`config.mk`:
```
export PLATFORM = sky130hd
export DESIGN_NAME = riscv_load_unit_flat
export DESIGN_NICKNAME = d
export VERILOG_FILES = /design/src/rtl/riscv_load_unit_if.sv /design/src/rtl/riscv_load_unit.sv /design/src/flat_wrapper.sv
export SDC_FILE = /design/constraint.sdc
export NUM_CORES = 1
export LEC_CHECK = 0
export CORE_MARGIN = 2
export CORE_UTILIZATION = 50
export CTS_BUF_LIST = sky130_fd_sc_hd__clkbuf_8
export CTS_CLUSTER_SIZE = 20
export DETAILED_ROUTE_END_ITERATION = 12
export HOLD_SLACK_MARGIN = 0.03
export PLACE_DENSITY_LB_ADDON = 0.25
export RECOVER_POWER = 50
export SYNTH_ARGS = -nofsm -noshare
export SYNTH_HDL_FRONTEND = slang
export SYNTH_SLANG_ARGS = --single-unit
```
`constraint.sdc`:
```
create_clock -name clk -period 3.6 [get_ports clk]
set_input_delay 0.36 -clock clk [delete_from_list [all_inputs] [get_ports clk]]
set_output_delay 0.36 -clock clk [all_outputs]
set_load 0.01 [all_outputs]
```
`src/rtl/riscv_load_unit_if.sv`:
```
// Load unit bus bundle: execute-side request, data-memory read port, writeback response.
// slave = the load unit, master = the surrounding pipeline/memory.
interface riscv_load_unit_if #(
   parameter int WORD_LENGTH = 32,
   parameter int ADDR_WIDTH  = 32
);
   logic                   req_valid;
   logic                   req_ready;
   logic [ADDR_WIDTH-1:0]  req_addr;
   logic [1:0]             req_mask_sel;
   logic                   req_unsigned;
   logic [4:0]             req_rd;

   logic                   mem_rd_en;
   logic [ADDR_WIDTH-1:0]  mem_addr;
   logic                   mem_rvalid;
   logic [WORD_LENGTH-1:0] mem_rdata;

   logic                   resp_valid;
   logic                   resp_ready;
   logic [WORD_LENGTH-1:0] resp_data;
   logic [4:0]             resp_rd;
   logic                   resp_misaligned;
   logic                   resp_timeout;
   logic                   busy;

   modport slave (
      input  req_valid, req_addr, req_mask_sel, req_unsigned, req_rd,
      input  mem_rvalid, mem_rdata, resp_ready,
      output req_ready, mem_rd_en, mem_addr,
      output resp_valid, resp_data, resp_rd, resp_misaligned, resp_timeout, busy
   );

   modport master (
      output req_valid, req_addr, req_mask_sel, req_unsigned, req_rd,
      output mem_rvalid, mem_rdata, resp_ready,
      input  req_ready, mem_rd_en, mem_addr,
      input  resp_valid, resp_data, resp_rd, resp_misaligned, resp_timeout, busy
   );
endinterface

```
`src/rtl/riscv_load_unit.sv`:
```
// Single-outstanding load unit: word-aligned read, byte/half/word extract with sign/zero extend.
// Latency: request at N, mem_rd_en at N+1, result earliest at N+3 (misaligned fault at N+1); stalls via busy.
module riscv_load_unit #(
   parameter int WORD_LENGTH    = 32,
   parameter int ADDR_WIDTH     = 32,
   parameter int TIMEOUT_CYCLES = 255
) (
   input  logic             clk,
   input  logic             rst,
   riscv_load_unit_if.slave bus
);
   localparam logic [1:0] MASK_B = 2'd0;
   localparam logic [1:0] MASK_H = 2'd1;
   localparam logic [1:0] MASK_X = 2'd2;
   localparam int CW = $clog2(TIMEOUT_CYCLES + 1);
   localparam logic [CW-1:0] CNT_LAST = CW'(TIMEOUT_CYCLES - 1);

   typedef enum logic [1:0] {IDLE, ISSUE, WAIT, RESP} state_t;

   state_t                 state_q, state_d;
   logic [CW-1:0]          cnt_q, cnt_d;
   logic [ADDR_WIDTH-1:0]  addr_q, addr_d;
   logic [1:0]             sel_q, sel_d;
   logic                   uns_q, uns_d;
   logic [4:0]             rd_q, rd_d;
   logic [WORD_LENGTH-1:0] data_q, data_d;
   logic                   mis_q, mis_d;
   logic                   to_q, to_d;

   logic                   req_mis;
   logic [7:0]             byte_sel;
   logic [15:0]            half_sel;
   logic [WORD_LENGTH-1:0] ext;
   logic                   req_ready, mem_rd_en;

   assign req_mis = ((bus.req_mask_sel == MASK_H) && bus.req_addr[0]) ||
                    ((bus.req_mask_sel == MASK_X) && (bus.req_addr[1:0] != 2'b00));

   // Extraction always works from the latched request, never the live request inputs.
   always_comb begin
      byte_sel = 8'h00;
      case (addr_q[1:0])
         2'd0:    byte_sel = bus.mem_rdata[7:0];
         2'd1:    byte_sel = bus.mem_rdata[15:8];
         2'd2:    byte_sel = bus.mem_rdata[23:16];
         default: byte_sel = bus.mem_rdata[31:24];
      endcase
      half_sel = addr_q[1] ? bus.mem_rdata[31:16] : bus.mem_rdata[15:0];
      case (sel_q)
         MASK_B:  ext = {{(WORD_LENGTH-8){~uns_q & byte_sel[7]}}, byte_sel};
         MASK_H:  ext = {{(WORD_LENGTH-16){~uns_q & half_sel[15]}}, half_sel};
         MASK_X:  ext = bus.mem_rdata;
         default: ext = '0;
      endcase
   end

   always_comb begin
      state_d   = state_q;
      cnt_d     = cnt_q;
      addr_d    = addr_q;
      sel_d     = sel_q;
      uns_d     = uns_q;
      rd_d      = rd_q;
      data_d    = data_q;
      mis_d     = mis_q;
      to_d      = to_q;
      req_ready = 1'b0;
      mem_rd_en = 1'b0;
      case (state_q)
         IDLE: begin
            req_ready = 1'b1;
            if (bus.req_valid) begin
               addr_d = bus.req_addr;
               sel_d  = bus.req_mask_sel;
               uns_d  = bus.req_unsigned;
               rd_d   = bus.req_rd;
               if (req_mis) begin
                  mis_d   = 1'b1;
                  data_d  = '0;
                  state_d = RESP;
               end else begin
                  state_d = ISSUE;
               end
            end
         end
         ISSUE: begin
            mem_rd_en = 1'b1;
            cnt_d     = '0;
            state_d   = WAIT;
         end
         WAIT: begin
            // Data arriving on the final wait cycle beats the timeout.
            if (bus.mem_rvalid) begin
               data_d  = ext;
               to_d    = 1'b0;
               state_d = RESP;
            end else if (cnt_q == CNT_LAST) begin
               data_d  = '0;
               to_d    = 1'b1;
               state_d = RESP;
            end else begin
               cnt_d = cnt_q + CW'(1);
            end
         end
         default: begin
            if (bus.resp_ready) begin
               data_d  = '0;
               mis_d   = 1'b0;
               to_d    = 1'b0;
               state_d = IDLE;
            end
         end
      endcase
   end

   always_ff @(posedge clk) begin
      if (rst) begin
         state_q <= IDLE;
         cnt_q   <= '0;
         addr_q  <= '0;
         sel_q   <= '0;
         uns_q   <= 1'b0;
         rd_q    <= '0;
         data_q  <= '0;
         mis_q   <= 1'b0;
         to_q    <= 1'b0;
      end else begin
         state_q <= state_d;
         cnt_q   <= cnt_d;
         addr_q  <= addr_d;
         sel_q   <= sel_d;
         uns_q   <= uns_d;
         rd_q    <= rd_d;
         data_q  <= data_d;
         mis_q   <= mis_d;
         to_q    <= to_d;
      end
   end

   assign bus.req_ready       = req_ready;
   assign bus.mem_rd_en       = mem_rd_en;
   assign bus.mem_addr        = {addr_q[ADDR_WIDTH-1:2], 2'b00};
   assign bus.resp_valid      = (state_q == RESP);
   assign bus.resp_data       = data_q;
   assign bus.resp_rd         = rd_q;
   assign bus.resp_misaligned = mis_q;
   assign bus.resp_timeout    = to_q;
   assign bus.busy            = (state_q != IDLE);
endmodule
```
`src/flat_wrapper.sv`:
```
// flat-port wrapper written by rule: the top's interface ports become plain ports
module riscv_load_unit_flat 
#(
   parameter int WORD_LENGTH    = 32,
   parameter int ADDR_WIDTH     = 32,
   parameter int TIMEOUT_CYCLES = 255
)
  (clk, rst, bus_req_valid, bus_req_addr, bus_req_mask_sel, bus_req_unsigned, bus_req_rd, bus_mem_rvalid, bus_mem_rdata, bus_resp_ready, bus_req_ready, bus_mem_rd_en, bus_mem_addr, bus_resp_valid, bus_resp_data, bus_resp_rd, bus_resp_misaligned, bus_resp_timeout, bus_busy);
  riscv_load_unit_if #(.WORD_LENGTH(WORD_LENGTH), .ADDR_WIDTH(ADDR_WIDTH)) bus_i ();
  input  logic clk;
  input  logic rst;
  input wire logic [$bits(bus_i.req_valid)-1:0] bus_req_valid;
  input wire logic [$bits(bus_i.req_addr)-1:0] bus_req_addr;
  input wire logic [$bits(bus_i.req_mask_sel)-1:0] bus_req_mask_sel;
  input wire logic [$bits(bus_i.req_unsigned)-1:0] bus_req_unsigned;
  input wire logic [$bits(bus_i.req_rd)-1:0] bus_req_rd;
  input wire logic [$bits(bus_i.mem_rvalid)-1:0] bus_mem_rvalid;
  input wire logic [$bits(bus_i.mem_rdata)-1:0] bus_mem_rdata;
  input wire logic [$bits(bus_i.resp_ready)-1:0] bus_resp_ready;
  output wire logic [$bits(bus_i.req_ready)-1:0] bus_req_ready;
  output wire logic [$bits(bus_i.mem_rd_en)-1:0] bus_mem_rd_en;
  output wire logic [$bits(bus_i.mem_addr)-1:0] bus_mem_addr;
  output wire logic [$bits(bus_i.resp_valid)-1:0] bus_resp_valid;
  output wire logic [$bits(bus_i.resp_data)-1:0] bus_resp_data;
  output wire logic [$bits(bus_i.resp_rd)-1:0] bus_resp_rd;
  output wire logic [$bits(bus_i.resp_misaligned)-1:0] bus_resp_misaligned;
  output wire logic [$bits(bus_i.resp_timeout)-1:0] bus_resp_timeout;
  output wire logic [$bits(bus_i.busy)-1:0] bus_busy;
  assign bus_i.req_valid = bus_req_valid;
  assign bus_i.req_addr = bus_req_addr;
  assign bus_i.req_mask_sel = bus_req_mask_sel;
  assign bus_i.req_unsigned = bus_req_unsigned;
  assign bus_i.req_rd = bus_req_rd;
  assign bus_i.mem_rvalid = bus_mem_rvalid;
  assign bus_i.mem_rdata = bus_mem_rdata;
  assign bus_i.resp_ready = bus_resp_ready;
  assign bus_req_ready = bus_i.req_ready;
  assign bus_mem_rd_en = bus_i.mem_rd_en;
  assign bus_mem_addr = bus_i.mem_addr;
  assign bus_resp_valid = bus_i.resp_valid;
  assign bus_resp_data = bus_i.resp_data;
  assign bus_resp_rd = bus_i.resp_rd;
  assign bus_resp_misaligned = bus_i.resp_misaligned;
  assign bus_resp_timeout = bus_i.resp_timeout;
  assign bus_busy = bus_i.busy;
  riscv_load_unit #(.WORD_LENGTH(WORD_LENGTH), .ADDR_WIDTH(ADDR_WIDTH), .TIMEOUT_CYCLES(TIMEOUT_CYCLES)) u_core (.clk(clk), .rst(rst), .bus(bus_i));
endmodule
```
==> results.yml, run 1 <==
floorplan:
  start_util_pct: 50.98
  fp.dieW_um: 95.07
  io_pins: 152
  row_count: 33
  die_h_um: 95.07
  fp.coreArea_um2: 8134
  die_area_um2: 9037
timing:
  layout_setup_ws_ns: 0.8607
  fin_tns_setup_ns: 0
  drv_slew: 41
  fmax_ghz: 0.3651
  slew_headroom_pct: -10.19
  finalCriticalPeriod_ns: 2.739
  hold_viol_final: 0
  fin_crit_sh_pct: 76.09
  final.setup_skew_ns: 0.01109
  rsz0062_at_grt: "no"
  max_slew.worst_pin.slew_ns: 1.653
  setup_viol: 0
setup_path:
  crit_type: "reg2reg"
  cp.arrival_ns: 3.01
  rrSetupSlack_ns: 0.86
  reg2regPathDepth: 6
  cp_max_fo: 40
  critPathRequiredTime_ns: 3.87
  critPathLaunchType: "flip-flop"
  cp-end-kind: "flip-flop"
clock_tree:
  cts-root-buf: "clkbuf_8"
  cts_max_path_buffers: 2
  cts_resized: 0
  cts.sinks: 84
  clk_latency_ns: 0.35
  clkTransAtPathRegs_ns: 0.08
  post_cts_buffers: 0
  cts_tree: "built"
  htreeDepth: 3
  cts_buffers: 9
  cts_hold_buf: 0
global_routing:
  grt_overflow_total: 0
  grt_pass1_vias: 3729
  grt_max_degree: 50
  grt_usage_pct: 24.57
  antenna_found_initial: 0
  grt_pass1_wl_um: 17530
worst_hold_path:
  hp-class: "reg2reg"
  hold_depth: 2
synth:
  syn_avg_cell_area_um2: 7.989
  yosysWarnings: 0
  syn_inst: 519
  synth-async-reset-ratio_pct: 0
  synth_edf_count: 0
  synth_seq_cells: 84
  netlist_area_um2: 4146
  synth-seq-area-share_pct: 40.56
  ys.flop_type: "dfxtp_1"
  synthDistinctLibCells: 46
route:
  wl_per_cell_um: 15.18
  vias: 3968
  drc: 0
  vias_per_cell: 5.436
  antenna_left: 0
  finalWirelength_um: 11080
  drtIter0Drc: 242
  dr.pass1.iters: 5
layout:
  n_antenna_cell: 0
  stdcell_count: 730
  mostFrequentLayoutCells: "nand2_1, dfxtp_1, clkdlybuf4s50_1, a21oi_1, dlygate4sd3_1"
  nFillCells: 664
  multi_input_area_um2: 1991
  final_layout_size_suffix_gt1_share_pct: 5.920
  final_common_cell: "nand2_1"
  register_area_um2: 1682
  fin_nets: 704
  area_delta_synth_final_pct: 34.64
placed_design:
  port_buffers: 149
  dp_slack_ns: 0.8357
  dp_hpwl_um: 8232
  gp_congestion: 0.9059
  dpl.cell_count: 715
run_status:
  outcome: "finished, violations left"
  violations: "capacitance limit, slew limit"
power:
  pwr_density_cell_nw_per_um2: 568.7
  peakVddDrop_mv: 0.2501
  total_leakage_power_nw: 2.195
run:
  maxCapViolCount: 1
flip-flops by register name, summed over array words and instances (netlist names):
| signal | flops |
|---|---|
| u_core.bus.resp_rd | 5 |
| u_core.cnt_q | 8 |
| u_core.state_q | 2 |
| u_core.sel_q | 2 |
| u_core.uns_q | 1 |
| u_core.addr_q | 32 |
| u_core.bus.resp_data | 32 |
| u_core.bus.resp_misaligned | 1 |
| u_core.bus.resp_timeout | 1 |
area by class of cell:
type | instances | area share (%)
inverter | 21 | 1.412
clock inverter | 6 | 0.6051
clock buffer | 9 | 2.219
sequential | 84 | 30.12
multi-input combinational | 348 | 35.66
timing repair buffer | 157 | 27.63
tap | 105 | 2.353
cells in the mapped netlist (2+ instances only):
cell type / number / area [um^2]
dfxtp_1: 84 / 1682
xnor2_1: 6 / 52.55
clkbuf_1: 22 / 82.58
buf_2: 7 / 35.03
a21oi_1: 71 / 355.3
a311oi_1: 16 / 140.1
inv_1: 21 / 78.83
nor2_1: 14 / 52.55
buf_1: 2 / 7.510
nand2_1: 124 / 465.5
o21ai_0: 24 / 120.1
o221ai_1: 3 / 26.28
nand3_1: 4 / 20.02
a32o_1: 7 / 70.07
and2_1: 2 / 12.51
nand2b_1: 10 / 62.56
mux2_2: 8 / 90.09
nor4_1: 2 / 12.51
ha_1: 6 / 75.07
buf_4: 35 / 262.8
nor2b_1: 6 / 37.54
mux2i_1: 11 / 110.1
a211oi_1: 2 / 15.01
a22oi_1: 4 / 30.03
nor3_1: 7 / 35.03
power by group:
part           total, mW  internal (mW)  switching (mW)  leakage [nW]
Clock              0.574          0.241           0.333        0.0821
Sequential          1.23           1.10           0.127         0.686
Combinational       1.37          0.626           0.747          1.43
Total               3.17           1.97            1.21          2.19
layer usage:
metal	GRT usage, %	wire length [um]	vias up
li1	-	-	1940
met1	30.33	4582	1854
met2	43.13	5517	159
met3	3.636	795	15
met4	9.300	188	0
met5	0	0	-
metrics by stage:
step	hold slack, ns	area, um^2	power, mW	util (%)
finish	0.4536	5583	3.175	68.64
global placement	0.4414	5429	2.639	66.74
global route	0.4697	5583	3.381	68.64
CTS	0.4575	5587	3.247	68.68
floorplan	0.4367	4150	2.162	-
detailed placement	0.4455	5429	2.680	66.74
worst max-delay path, cell delays in order, from the launching register on:
cell and delay, ns:
dfxtp_1 0.34, inv_1 0.10, ha_1 0.36, and2_0 0.22, clkbuf_1 1.21, nand2_1 0.22, a21oi_1 0.18
kinds of logic after synthesis:
logic type | synth area share (%)
mux | 5.190
other cells | 0.09044
buf+inv | 11.53
fa+ha+maj | 1.810
simple gates | 17.92
xor+xnor | 1.267
compound gates | 21.64
flops | 40.56
worst paths after layout:
| path | to | startpoint |
|---|---|---|
| hold / removal | u_core.addr_q[28]$_SDFFE_PP0P_ | u_core.addr_q[28]$_SDFFE_PP0P_ |
| hold reg to reg | u_core.addr_q[28]$_SDFFE_PP0P_ | u_core.addr_q[28]$_SDFFE_PP0P_ |
| setup / recovery | u_core.sel_q[0]$_SDFFE_PP0P_ | u_core.state_q[0]$_SDFFE_PP0P_ |
| setup reg to reg | u_core.sel_q[0]$_SDFFE_PP0P_ | u_core.state_q[0]$_SDFFE_PP0P_ |
(Power assumes the default switching activity.)
==> run 2, diff against run 1 <==
--- a/config.mk
+++ b/config.mk
@@ -6,7 +6,7 @@
 export NUM_CORES = 1
 export LEC_CHECK = 0
 export CORE_MARGIN = 2
-export CORE_UTILIZATION = 50
+export CORE_UTILIZATION = 42
 export CTS_BUF_LIST = sky130_fd_sc_hd__clkbuf_8
 export CTS_CLUSTER_SIZE = 20
 export DETAILED_ROUTE_END_ITERATION = 12
==> constraint.sdc (replaced) <==
create_clock -name clk -period 2.4 [get_ports clk]
set_input_delay 0.24 -clock clk [delete_from_list [all_inputs] [get_ports clk]]
set_output_delay 0.24 -clock clk [all_outputs]
set_load 0.01 [all_outputs]
==> run 2 against run 1 <==
Effect of this change: largest cell class unchanged; combinational power up 58%; cell area up 2.8%; largest power group unchanged; clock power up 81%; clock-buffer cell count up 1; via count down 0.50%; sequential share of layout area down 0.83 points; worst hold slack worse by 0.12 ns; register-to-register slack worse by 0.62 ns; the flow now finishes without violations; wire length up 2.8%; final cell count up 5.5%.
==> results.yml, run 2 (synthesized netlist as in run 1, its figures left out) <==
layout:
  n_antenna_cell: 0
  mostFrequentLayoutCells: "nand2_1, dfxtp_1, clkdlybuf4s50_1, a21oi_1, dlygate4sd3_1"
  final_common_cell: "nand2_1"
  area_delta_synth_final_pct: 38.47
  final_layout_size_suffix_gt1_share_pct: 7.692
  fin_nets: 715
  stdcell_area_um2: 5742
  nFillCells: 881
  multi_input_area_um2: 1991
  register_area_um2: 1682
clock_tree:
  cts_resized: 0
  cts_hold_buf: 0
  post_cts_buffers: 0
  htreeDepth: 3
  clkTransAtPathRegs_ns: 0.09
  cts_buffers: 9
  cts_tree: "built"
  cts_max_path_buffers: 2
  clk_latency_ns: 0.36
  cts-root-buf: "clkbuf_8"
  cts.sinks: 84
global_routing:
  grt_overflow_total: 0
  antenna_found_initial: 0
  grt_pass1_vias: 3828
  grt_max_degree: 41
  grt_usage_pct: 21.46
  grt_pass1_wl_um: 17930
placed_design:
  gp_congestion: 0.8926
  dp_hpwl_um: 8517
  port_buffers: 149
  placed_cell_area_um2: 5547
floorplan:
  row_count: 36
  io_pins: 152
  die_area_um2: 10680
  fp.coreArea_um2: 9684
  fp.dieW_um: 103.4
  die_h_um: 103.4
  start_util_pct: 42.82
route:
  drtIter0Drc: 129
  dr.pass1.iters: 4
  wl_per_cell_um: 14.80
  drc: 0
  vias: 3948
  antenna_left: 0
  finalWirelength_um: 11400
  vias_per_cell: 5.127
timing:
  slew_headroom_pct: 49.71
  hold_viol_final: 0
  finalCriticalPeriod_ns: 2.163
  setup_viol: 0
  final.setup_skew_ns: 0.006886
  max_slew.worst_pin.slew_ns: 0.7543
  drv_slew: 0
  rsz0062_at_grt: "no"
  fin_tns_setup_ns: 0
  fin_crit_sh_pct: 90.12
  fmax_ghz: 0.4623
setup_path:
  reg2regPathDepth: 7
  critical_path.startpoint: "u_core.state_q[1]$_SDFFE_PP0P_"
  cp-end-kind: "flip-flop"
  crit_type: "reg2reg"
  cp_max_fo: 10
  cp.arrival_ns: 2.46
  cp-endpoint: "u_core.bus.resp_data[3]$_SDFFE_PP0P_"
  critPathLaunchType: "flip-flop"
  rrSetupSlack_ns: 0.24
  rr_startpoint: "u_core.state_q[1]$_SDFFE_PP0P_"
  critPathRequiredTime_ns: 2.70
  rr_endpoint: "u_core.bus.resp_data[3]$_SDFFE_PP0P_"
run_status:
  outcome: "completed"
run:
  maxCapViolCount: 0
power:
  pwr_density_cell_nw_per_um2: 871.9
  total_leakage_power_nw: 2.271
  peakVddDrop_mv: 0.3741
worst_hold_path:
  hp-class: "in2reg"
-- run 2: power by group --
group | total, mW | switching, mW | internal [mW]
clock network | 1.04 | 0.528 | 0.509
registers | 1.81 | 0.156 | 1.65
logic | 2.16 | 1.16 | 0.999
-- run 2: worst min-delay path by stage --
stage	end	start	slack [ns]	cells past startpoint
after detailed placement	u_core.addr_q[24]$_SDFFE_PP0P_	u_core.addr_q[24]$_SDFFE_PP0P_	0.45	2
after CTS	u_core.bus.resp_data[29]$_SDFFE_PP0P_	rst	0.33	2
after global placement	u_core.addr_q[28]$_SDFFE_PP0P_	u_core.addr_q[28]$_SDFFE_PP0P_	0.44	2
after global routing	u_core.bus.resp_data[27]$_SDFFE_PP0P_	rst	0.35	2
after floorplan	u_core.addr_q[10]$_SDFFE_PP0P_	bus_req_addr[10]	0.38	2
final	u_core.bus.resp_data[27]$_SDFFE_PP0P_	rst	0.34	2
-- run 2: through the flow --
stage	hold slack [ns]	std cells	power, mW	setup WS [ns]	util (%)
after floorplan	0.3760	520	3.242	0.3765	-
after global placement	0.4412	754	4.044	0.2300	57.27
after detailed placement	0.4456	754	4.103	0.1536	57.27
after CTS	0.3278	770	5.136	0.2389	59.35
after global routing	0.3528	770	5.338	0.03846	59.29
final	0.3383	770	5.006	0.2370	59.29
-- run 2: layer usage --
metal  global-route usage, %  share of wire [%]
met1                   26.50                 43
met5                       0                  0
met2                   36.28                 48
met3                   4.234                5.9
met4                   9.413                2.5
-- run 2: final cells by class --
| type | count | share of cell area (%) |
|---|---|---|
| Multi-Input combinational cell | 348 | 34.67 |
| Sequential cell | 84 | 29.29 |
| Timing Repair Buffer | 168 | 28.26 |
| Tap cell | 133 | 2.898 |
| Clock buffer | 10 | 2.397 |
| Inverter | 21 | 1.373 |
| Clock inverter | 6 | 1.111 |
-- run 2: critical path, cell delays in order (launching register included) --
cell	delay (ns)
dfxtp_1	0.40
inv_1	0.08
ha_1	0.27
nor3_1	0.40
o21bai_4	0.21
and2_1	0.30
buf_4	0.24
mux2i_1	0.19
==> run 3, diff against run 2 <==
--- a/config.mk
+++ b/config.mk
@@ -5,6 +5,7 @@
 export SDC_FILE = /design/constraint.sdc
 export NUM_CORES = 1
 export LEC_CHECK = 0
+export ABC_CLOCK_PERIOD_IN_PS = 2400
 export CORE_MARGIN = 2
 export CORE_UTILIZATION = 42
 export CTS_BUF_LIST = sky130_fd_sc_hd__clkbuf_8
==> results of run 3 <==
No change in the layout: final DEF, timing and power equal those of run 2.
